$ cat config.mk
export PLATFORM = sky130hd
export DESIGN_NAME = bias_relu_loader
export DESIGN_NICKNAME = d
export VERILOG_FILES = /design/src/rtl/bias_relu_loader.sv
export SDC_FILE = /design/constraint.sdc
export NUM_CORES = 1
export LEC_CHECK = 0
export BUFFER_PORTS_ARGS = -buffer_cell sky130_fd_sc_hd__buf_4
export CAP_MARGIN = 20
export CORE_MARGIN = 2
export CORE_UTILIZATION = 43
export DETAILED_ROUTE_END_ITERATION = 8
export PLACE_DENSITY_LB_ADDON = 0.08
export SLEW_MARGIN = 20
export SYNTH_ARGS = -nofsm -noshare
export SYNTH_HDL_FRONTEND = slang
export SYNTH_SLANG_ARGS = --single-unit
$ cat constraint.sdc
create_clock -name clk -period 4.4 [get_ports clk]
set_input_delay 0.88 -clock clk [delete_from_list [all_inputs] [get_ports clk]]
set_output_delay 0.88 -clock clk [all_outputs]
set_load 0.005 [all_outputs]
$ cat src/rtl/bias_relu_loader.sv
// bias_relu_loader
//
// Streams a C x H x W tensor of signed 16-bit activations out of word-addressed
// memory, adds one signed 16-bit bias per channel (saturating when SAT=1,
// wrapping when SAT=0), clamps negatives to zero and writes each result to the
// output tensor at the same element offset.
//
// Ports:
//   clk, rst_n              clock, asynchronous active-low reset
//   start                   one-cycle start pulse, only honoured while idle
//   C, H, W                 tensor dimensions (latched on start)
//   ifaddr, ofaddr, baddr   27-bit base word addresses (latched on start)
//   rvalid/raddr/rready/rdata   read request port (element in rdata[15:0])
//   wvalid/waddr/wdata/wready   write request port (wdata = {16'b0, result})
//   done                    one-cycle completion pulse
module bias_relu_loader #(
    parameter bit SAT = 1'b1
) (
    input  logic        clk,
    input  logic        rst_n,
    input  logic        start,
    input  logic [10:0] C,
    input  logic [10:0] H,
    input  logic [10:0] W,
    input  logic [26:0] ifaddr,
    input  logic [26:0] ofaddr,
    input  logic [26:0] baddr,
    output logic        rvalid,
    output logic [25:0] raddr,
    input  logic        rready,
    input  logic [31:0] rdata,
    output logic        wvalid,
    output logic [25:0] waddr,
    output logic [31:0] wdata,
    input  logic        wready,
    output logic        done
);

    typedef enum logic [2:0] {
        S_IDLE,
        S_LB,
        S_LD,
        S_ST,
        S_DONE
    } state_t;

    state_t      state_q, state_d;
    logic [10:0] c_q, c_d;
    logic [21:0] hw_q, hw_d;
    logic [26:0] ifaddr_q, ifaddr_d;
    logic [26:0] ofaddr_q, ofaddr_d;
    logic [26:0] baddr_q, baddr_d;
    logic [15:0] bias_q, bias_d;
    logic [25:0] off_q, off_d;
    logic [21:0] pix_q, pix_d;
    logic [10:0] ch_q, ch_d;
    logic        rvalid_q, rvalid_d;
    logic [25:0] raddr_q, raddr_d;
    logic        wvalid_q, wvalid_d;
    logic [25:0] waddr_q, waddr_d;
    logic [31:0] wdata_q, wdata_d;
    logic        done_q, done_d;

    // Only the low half of a read word carries the element.
    logic unused_rdata_hi;
    assign unused_rdata_hi = ^rdata[31:16];

    // Base + index at 27 bits, then keep the low 26 bits; wrap is legal.
    function automatic logic [25:0] addr26(input logic [26:0] base, input logic [25:0] idx);
        logic [26:0] s;
        s = base + {1'b0, idx};
        return s[25:0];
    endfunction

    // Bias add with optional saturation, followed by ReLU.
    logic [16:0] sum17;
    logic [15:0] sum16;
    logic [15:0] relu16;

    always_comb begin
        sum17 = {rdata[15], rdata[15:0]} + {bias_q[15], bias_q};
        // Overflow shows up as the two top bits of the 17-bit sum disagreeing.
        if (SAT && (sum17[16] != sum17[15])) begin
            sum16 = sum17[16] ? 16'h8000 : 16'h7FFF;
        end else begin
            sum16 = sum17[15:0];
        end
        relu16 = sum16[15] ? 16'h0000 : sum16;
    end

    logic pix_wrap;
    logic last_elem;

    assign pix_wrap  = ((pix_q + 22'd1) == hw_q);
    assign last_elem = pix_wrap && (ch_q == (c_q - 11'd1));

    always_comb begin
        state_d  = state_q;
        c_d      = c_q;
        hw_d     = hw_q;
        ifaddr_d = ifaddr_q;
        ofaddr_d = ofaddr_q;
        baddr_d  = baddr_q;
        bias_d   = bias_q;
        off_d    = off_q;
        pix_d    = pix_q;
        ch_d     = ch_q;
        rvalid_d = rvalid_q;
        raddr_d  = raddr_q;
        wvalid_d = wvalid_q;
        waddr_d  = waddr_q;
        wdata_d  = wdata_q;
        done_d   = 1'b0;

        case (state_q)
            S_IDLE: begin
                if (start) begin
                    c_d      = C;
                    // Plane size computed once per run; per-element stepping is pure counting.
                    hw_d     = {11'd0, H} * {11'd0, W};
                    ifaddr_d = ifaddr;
                    ofaddr_d = ofaddr;
                    baddr_d  = baddr;
                    off_d    = '0;
                    pix_d    = '0;
                    ch_d     = '0;
                    if ((C == 11'd0) || (H == 11'd0) || (W == 11'd0)) begin
                        state_d = S_DONE;
                        done_d  = 1'b1;
                    end else begin
                        state_d  = S_LB;
                        rvalid_d = 1'b1;
                        raddr_d  = baddr[25:0];
                    end
                end
            end
            S_LB: begin
                if (rready) begin
                    bias_d  = rdata[15:0];
                    state_d = S_LD;
                    raddr_d = addr26(ifaddr_q, off_q);
                end
            end
            S_LD: begin
                if (rready) begin
                    rvalid_d = 1'b0;
                    wvalid_d = 1'b1;
                    waddr_d  = addr26(ofaddr_q, off_q);
                    wdata_d  = {16'd0, relu16};
                    state_d  = S_ST;
                end
            end
            S_ST: begin
                if (wready) begin
                    wvalid_d = 1'b0;
                    off_d    = off_q + 26'd1;
                    pix_d    = pix_q + 22'd1;
                    if (last_elem) begin
                        state_d = S_DONE;
                        done_d  = 1'b1;
                    end else if (pix_wrap) begin
                        ch_d     = ch_q + 11'd1;
                        pix_d    = '0;
                        state_d  = S_LB;
                        rvalid_d = 1'b1;
                        raddr_d  = addr26(baddr_q, {15'd0, ch_q + 11'd1});
                    end else begin
                        state_d  = S_LD;
                        rvalid_d = 1'b1;
                        raddr_d  = addr26(ifaddr_q, off_q + 26'd1);
                    end
                end
            end
            S_DONE: begin
                state_d = S_IDLE;
            end
            default: begin
                state_d = S_IDLE;
            end
        endcase
    end

    always_ff @(posedge clk or negedge rst_n) begin
        if (!rst_n) begin
            state_q  <= S_IDLE;
            c_q      <= '0;
            hw_q     <= '0;
            ifaddr_q <= '0;
            ofaddr_q <= '0;
            baddr_q  <= '0;
            bias_q   <= '0;
            off_q    <= '0;
            pix_q    <= '0;
            ch_q     <= '0;
            rvalid_q <= 1'b0;
            raddr_q  <= '0;
            wvalid_q <= 1'b0;
            waddr_q  <= '0;
            wdata_q  <= '0;
            done_q   <= 1'b0;
        end else begin
            state_q  <= state_d;
            c_q      <= c_d;
            hw_q     <= hw_d;
            ifaddr_q <= ifaddr_d;
            ofaddr_q <= ofaddr_d;
            baddr_q  <= baddr_d;
            bias_q   <= bias_d;
            off_q    <= off_d;
            pix_q    <= pix_d;
            ch_q     <= ch_d;
            rvalid_q <= rvalid_d;
            raddr_q  <= raddr_d;
            wvalid_q <= wvalid_d;
            waddr_q  <= waddr_d;
            wdata_q  <= wdata_d;
            done_q   <= done_d;
        end
    end

    assign rvalid = rvalid_q;
    assign raddr  = raddr_q;
    assign wvalid = wvalid_q;
    assign waddr  = waddr_q;
    assign wdata  = wdata_q;
    assign done   = done_q;

endmodule

==> out/summary.txt, run 1 <==
WP data arrival: 5.53 ns
Drt pass-1 iters: 5
Crit path from: W[6]
Initial Util: 0.437
I/O pin count: 238
Slew at the pin closest to its max-slew limit: 1.04 ns
Max-slew violations: 0
Core region area: 50300 µm²
Post-DR wirelength/cell: 18.9 µm
CP max FO: 4
Status: complete, but fails checks
# Max-Cap Violations: 0
Hold Crit Class: primary input to async pin
P_leak: 12.9 nW
WS Path Type: primary input to flip-flop
Failing checks: setup timing
Synth Area in Adders: 0.172
CTS root buffer: clkbuf_16
GRT Residual Overflow: 0
Period Utilization, post-route: 1.15
Placement Cell Area: 25100 µm²
Post-layout util: 0.537
VDD IR max: 0.000324 V
Mapped Area: 22000 µm²
Yosys reg bits: 259
Setup crit end: hw_q[20]
Cts bufs inserted: 34
Post-synthesis sequential area ratio: 0.295
IO Port Bufs: 201
Post-synthesis async set-or-reset flop share: 1.00
Clock Sinks: 259
Initial antenna violation count: 1
Layout cell share with drive strength beyond 1: 0.195
Simple-gate share of the synthesized area: 0.219
Detailed Place HPWL: 52300 µm
Post-Synth XOR/XNOR Area: 0.0718
WP data required: 4.87 ns
Layout area overhead: 22.9%
Reg2Reg Capture Point: raddr[25]
Vias in the first global route: 19.7k
Deepest clock path buffer count: 3
Hold-fix buffer count after cts: 0
N_diodes: 0
Vias post-DR: 19.7k
# nets final: 3308
Worst hold slack: 0.395 ns
Ys flop type: dfrtp_1
RSZ-0062 raised after global routing: true
FF-to-FF path depth: 17
Clk_skew: 0.0149 ns
GR Util All Layers: 0.256
Design area: 27000 µm²
Final GP Congestion: 0.888
Overall power: 16.3 mW
Synth warn: 0
F_max: 198 MHz
Largest family of logic cells by synthesized area: simple AND/OR/NAND/NOR gates
Mux cell area share after synthesis: 0.0226
Final Setup Violations: 12
Die span in y: 230 µm
Syn avg cell area: 8.36 µm²
Post-Place Worst Slack: -1.36 ns
Pwr dens: 606 nW/µm²
Placement row count: 82
Synth Area in Compound Gates: 0.165
Slew headroom: 0.308
Synth unique cells: 85
Die Width: 230 µm
Global-route wire length before repair: 108000 µm
Post-synth EDFFs: 0
Reg2reg setup slack: 0.31 ns
Critical path capture point type: flip-flop
Final hold vios: 0
Pin count of the biggest net entering global routing: 98
CTS H-tree lvls: 2
Residual DRC count: 0
CTS tree: yes
Cell count after synthesis: 2626
DRT antenna net count: 0
Worst skew pair latency: 0.54 ns
CP startpoint kind: primary input
Clock transition at the registers of the reported paths: 0.06 ns
Vias per std cell: 5.47
Routed WL: 68000 µm
Die area: 52900 µm²
Min cycle time layout: 5.05 ns
Worst R2R Start: off_q[0]
Final WS setup: -0.652 ns
Initial DRC count: 1325
==> placed cells by master (no fill, tap or decap), types with 20 or more instances in the layout <==
cell and count:
nand3_1 71, nand2_1 495, nor3_1 49, ha_1 153
buf_4 329, xnor2_1 99, nand2b_1 20, nor4_1 22
fa_1 81, o21ai_1 20, a21oi_1 101, and2_1 70
a21o_1 34, o21ai_0 166, mux2i_1 26, xor2_1 77
mux2_2 21, nor2_1 125, nor2b_1 20, dfrtp_1 258
and3_1 35, o31ai_1 23, nand4_1 21, clkbuf_16 34
buf_6 24, inv_1 130, a31oi_1 32
==> per-stage QoR <==
| step | setup TNS (ns) | std cells |
|---|---|---|
| 2_1_floorplan | -8.45 | 2642 |
| 3_3_place_gp | -13.66 | 3511 |
| 3_5_place_dp | -14.08 | 3512 |
| 4_1_cts | -4.31 | 3592 |
| 5_1_grt | -7.14 | 3604 |
| 6_report | -4.87 | 3604 |
==> layer usage <==
| metal | part of all wire | vias to the layer above | track usage |
|---|---|---|---|
| li1 | - | 9606 | - |
| met1 | 0.47 | 9575 | 0.361 |
| met2 | 0.45 | 457 | 0.406 |
| met3 | 0.051 | 88 | 0.0408 |
| met4 | 0.025 | 0 | 0.0704 |
| met5 | 0 | - | 0 |
==> flip-flops by register name (all words and copies together) (netlist names), 3 cells and up <==
signal / cells
baddr_q: 26
bias_q: 16
c_q: 11
ch_q: 11
hw_q: 22
ifaddr_q: 26
ofaddr_q: 26
off_q: 26
pix_q: 22
raddr: 26
state_q: 3
waddr: 26
wdata: 15
==> cell type report <==
cell class / count / area (µm²)
Tap cell: 672 / 841
Multi-Input combinational cell: 2096 / 14900
Timing Repair Buffer: 371 / 3040
Sequential cell: 259 / 6480
Clock buffer: 47 / 940
Clock inverter: 15 / 275
Fill cell: 4827 / 23300
Inverter: 144 / 541
==> kinds of logic after synthesis <==
| group | Yosys count |
|---|---|
| compound gates | 570 |
| other cells | 1 |
| xor+xnor | 180 |
| mux | 47 |
| buf+inv | 287 |
| fa+ha+maj | 251 |
| flops | 259 |
| simple gates | 1031 |
==> critical path, stage by stage <==
cell and delay (ns):
buf_12 0.11, buf_4 0.13, buf_6 0.11, and2_4 0.14, fa_1 0.47, fa_1 0.54
fa_1 0.43, fa_1 0.51, inv_2 0.04, fa_1 0.51, inv_2 0.05, ha_4 0.15
or3_4 0.37, a211oi_4 0.24, nor3_2 0.07, o31ai_2 0.26, a21boi_2 0.11, or3_1 0.31
nand3_1 0.08
==> power by group <==
part / leakage (nW) / internal [mW] / switching, mW
registers: 3.32 / 3.27 / 0.816
clock network: 0.590 / 1.92 / 1.13
logic: 8.99 / 4.34 / 4.87
==> synthesized netlist by cell type (7+ instances only) <==
cell,instances,share of area
a2111oi_0,7,0.0028
a211o_1,9,0.0036
a211oi_1,22,0.0075
a21boi_0,8,0.0027
a21o_1,35,0.012
a21oi_1,112,0.026
a22o_1,14,0.0056
a311oi_1,7,0.0028
a31oi_1,33,0.0094
and2_1,77,0.022
and3_1,36,0.010
buf_2,15,0.0034
buf_4,21,0.0072
clkbuf_1,98,0.017
dfrtp_1,259,0.30
fa_1,85,0.077
ha_1,166,0.095
inv_1,144,0.025
mux2_2,21,0.011
mux2i_1,26,0.012
nand2_1,512,0.087
nand2b_1,21,0.0060
nand3_1,71,0.016
nand4_1,21,0.0060
nor2_1,131,0.022
nor2b_1,21,0.0060
nor3_1,52,0.012
nor4_1,22,0.0063
o211ai_1,16,0.0055
o21a_1,19,0.0065
o21ai_0,178,0.041
o21ai_1,9,0.0021
o21bai_1,13,0.0044
o31ai_1,26,0.0089
or3_1,21,0.0060
xnor2_1,102,0.041
xor2_1,78,0.031
==> timing repair <==
item,4_1_cts,5_1_grt
setup buffers,20,14
pin swaps,58,50
cloned,0,0
resized for setup,67,70
setup endpoints to repair,13,21
==> worst min path at each step <==
stage               startpoint     endpoint  cells after the start
detailed placement  baddr_q[3]   baddr_q[3]                      2
global route             rst_n  ifaddr_q[6]                      1
finish                   rst_n  ifaddr_q[6]                      1
global placement      waddr[8]     waddr[8]                      2
floorplan           baddr_q[0]   baddr_q[0]                      2
CTS                      rst_n  ifaddr_q[4]                      1
No activity file was read; power rests on OpenSTA's default activity.
==> run 2: changes to the inputs <==
--- a/config.mk
+++ b/config.mk
@@ -10,7 +10,7 @@
 export CORE_MARGIN = 2
 export CORE_UTILIZATION = 43
 export DETAILED_ROUTE_END_ITERATION = 8
-export PLACE_DENSITY_LB_ADDON = 0.08
+export PLACE_DENSITY = 0.72
 export SLEW_MARGIN = 20
 export SYNTH_ARGS = -nofsm -noshare
 export SYNTH_HDL_FRONTEND = slang
==> run 2 against run 1 <==
The run still ends with setup timing left. Clock power decreased by 6.9%. Routed wire length decreased by 5.5%. Final cell count decreased by 0.94%. Die area unchanged. Final area decreased by 1.7%. Clock-buffer cell count decreased by 8. Sequential cell count unchanged. Combinational power decreased by 4.6%. Total power decreased by 4.1%. Sequential share of layout area increased by 0.40 points. First-iteration DRC count increased by 19%. Sequential power about the same.
==> out/summary.txt, run 2 (synthesized netlist as in run 1, its figures left out) <==
Min cycle time layout: 5.02 ns (-0.0275 ns)
WP data arrival: 5.53 ns (about the same)
Post-layout util: 0.528 (-0.00891)
Hold-fix buffer count after cts: 0 (unchanged)
Commonest non-fill, non-tap cell in the layout: nand2_1
IO Port Bufs: 201 (unchanged)
Failing checks: setup timing
WS Path Type: primary input to flip-flop
CTS root buffer: clkbuf_16
I/O pin count: 238 (unchanged)
Sw frac: 0.416 (-0.000653)
Status: complete, but fails checks
Cell-internal power: 9.16 mW (-3.9%)
Slew headroom: 0.290 (-0.0180)
Sequential power share: 0.259 (+0.009)
Residual DRC count: 0 (unchanged)
Slew at the pin closest to its max-slew limit: 1.04 ns (+0.000111 ns)
Hold Crit Class: primary input to async pin
Worst skew pair latency: 0.58 ns (+0.04 ns)
Clock Sinks: 259 (unchanged)
Drt pass-1 iters: 9 (+4)
Period Utilization, post-route: 1.14 (-0.00625)
Pin count of the biggest net entering global routing: 87 (-11%)
Detailed Place HPWL: 50100 µm (-4.1%)
Global-route wire length before repair: 104000 µm (-3.3%)
Layout area overhead: 20.8%
Die Width: 230 µm (unchanged)
Clock network power share: 0.181 (-0.005)
Most frequent cells in the layout: nand2_1, buf_4, dfrtp_1, o21ai_0, ha_1
Critical path capture point type: flip-flop
N_diodes: 0 (unchanged)
CTS tree: yes
Vias per std cell: 5.57 (+1.7%)
Final hold vios: 0 (unchanged)
Vias post-DR: 19.9k (+0.77%)
Die area: 52900 µm² (unchanged)
CTS H-tree lvls: 1 (-1)
Footprint of the multi-input gates: 14700 µm² (-0.93%)
Comb pwr share: 0.560 (-0.004)
Layout fillers: 4693 (-2.8%)
GRT Residual Overflow: 0 (unchanged)
Deepest clock path buffer count: 3 (unchanged)
Placement row count: 82 (unchanged)
Final WS setup: -0.624 ns (+0.0275 ns)
Core region area: 50300 µm² (unchanged)
Initial Util: 0.437 (unchanged)
VDD IR max: 0.000392 V (+21%)
# nets final: 3277 (-0.94%)
F_max: 199 MHz (+0.55%)
Clk_skew: 0.0184 ns (+0.00349 ns)
Routed WL: 64300 µm (-5.5%)
Post-Place Worst Slack: -1.41 ns (-0.0534 ns)
CP max FO: 5 (+1)
GR Util All Layers: 0.241 (-0.0143)
Layout cell share with drive strength beyond 1: 0.181 (-0.0146)
RSZ-0062 raised after global routing: true
Register area: 6480 µm² (about the same)
Initial antenna violation count: 2 (+1)
DRT antenna net count: 0 (unchanged)
Vias in the first global route: 19.9k (+0.93%)
P_leak: 12.7 nW (-1.6%)
Final GP Congestion: 0.933 (+5.1%)
Sw Pwr: 6.53 mW (-4.2%)
Die span in y: 230 µm (unchanged)
Cts bufs inserted: 31 (-8.8%)
Max-slew violations: 0 (unchanged)
WP data required: 4.91 ns (+0.04 ns)
Final Setup Violations: 10 (-2)
Initial DRC count: 1572 (+19%)
# Max-Cap Violations: 0 (unchanged)
Post-DR wirelength/cell: 18.0 µm (-4.6%)
CP startpoint kind: primary input
Clock transition at the registers of the reported paths: 0.06 ns (about the same)
Pwr dens: 591 nW/µm² (-2.4%)
-- run 2: cell count changes in the layout (fill, tap and decap cells not counted), sizes merged --
cell and delta:
buf -28, clkinv +2, inv -3, clkbuf -8, bufinv -1, clkinvlp +4
-- run 2: final cells by class --
| cell class | count | share of cell area |
|---|---|---|
| clock buffer | 39 | 0.0330 |
| clock inverter | 17 | 0.00976 |
| inverter | 144 | 0.0204 |
| multi-input combinational | 2096 | 0.555 |
| sequential | 259 | 0.244 |
| tap | 672 | 0.0317 |
| timing repair buffer | 343 | 0.106 |
-- run 2: per-layer routing --
layer  share of wire  track usage
met1            0.43        0.321
met5         0.00028            0
met3           0.062       0.0406
met4           0.026       0.0657
met2            0.48        0.406
-- run 2: power groups by stage --
stage               Clock [mW]  Sequential, mW  Combinational [mW]
finish                    2.84            4.06                8.79
global route              3.00            4.17                9.81
CTS                       2.90            4.05                8.63
detailed placement           0            4.08                8.26
global placement             0            4.04                8.03
floorplan                    0            3.85                5.63
-- run 2: metrics by stage --
stage	hold WS [ns]	total power [mW]	setup TNS (ns)	cell area, µm²	instances
floorplan	0.452	9.48	-8.45	22400	2642
global route	0.332	17.0	-6.58	26500	3570
CTS	0.320	15.6	-4.36	26300	3564
finish	0.283	15.7	-4.53	26500	3570
detailed placement	0.472	12.3	-14.06	24900	3490
global placement	0.465	12.1	-12.87	24900	3490
-- run 2: path summary, 6_finish.rpt --
kind	startpoint	endpoint	slack, ns	cells after the start
min in group clk	waddr[13]	waddr[13]	0.48	2
min	rst_n	waddr[5]	0.28	1
min reg2reg	waddr[13]	waddr[13]	0.48	2
max reg2reg	pix_q[13]	ch_q[2]	0.33	9
max	H[2]	hw_q[20]	-0.62	18
max in group asynchronous	rst_n	ofaddr_q[7]	3.00	2
-- run 2: worst max-delay path, stage by stage --
cell and delay (ns):
buf_12 0.11, buf_6 0.12, and2_4 0.13, fa_1 0.50, fa_1 0.57, fa_1 0.43
fa_1 0.50, inv_2 0.04, fa_1 0.51, inv_2 0.05, ha_4 0.15, or3_1 0.37
a211oi_2 0.25, nor3_1 0.07, o31ai_1 0.26, a21boi_1 0.16, or3_1 0.35, nand3_2 0.08
-- run 2: repair_timing --
| item | 4_1_cts | 5_1_grt |
|---|---|---|
| resized for setup | 38 | 55 |
| endpoints found under the setup margin | 11 | 16 |
| buffers inserted | 17 | 7 |
| gates cloned | 1 | 0 |
| pin swaps | 40 | 33 |
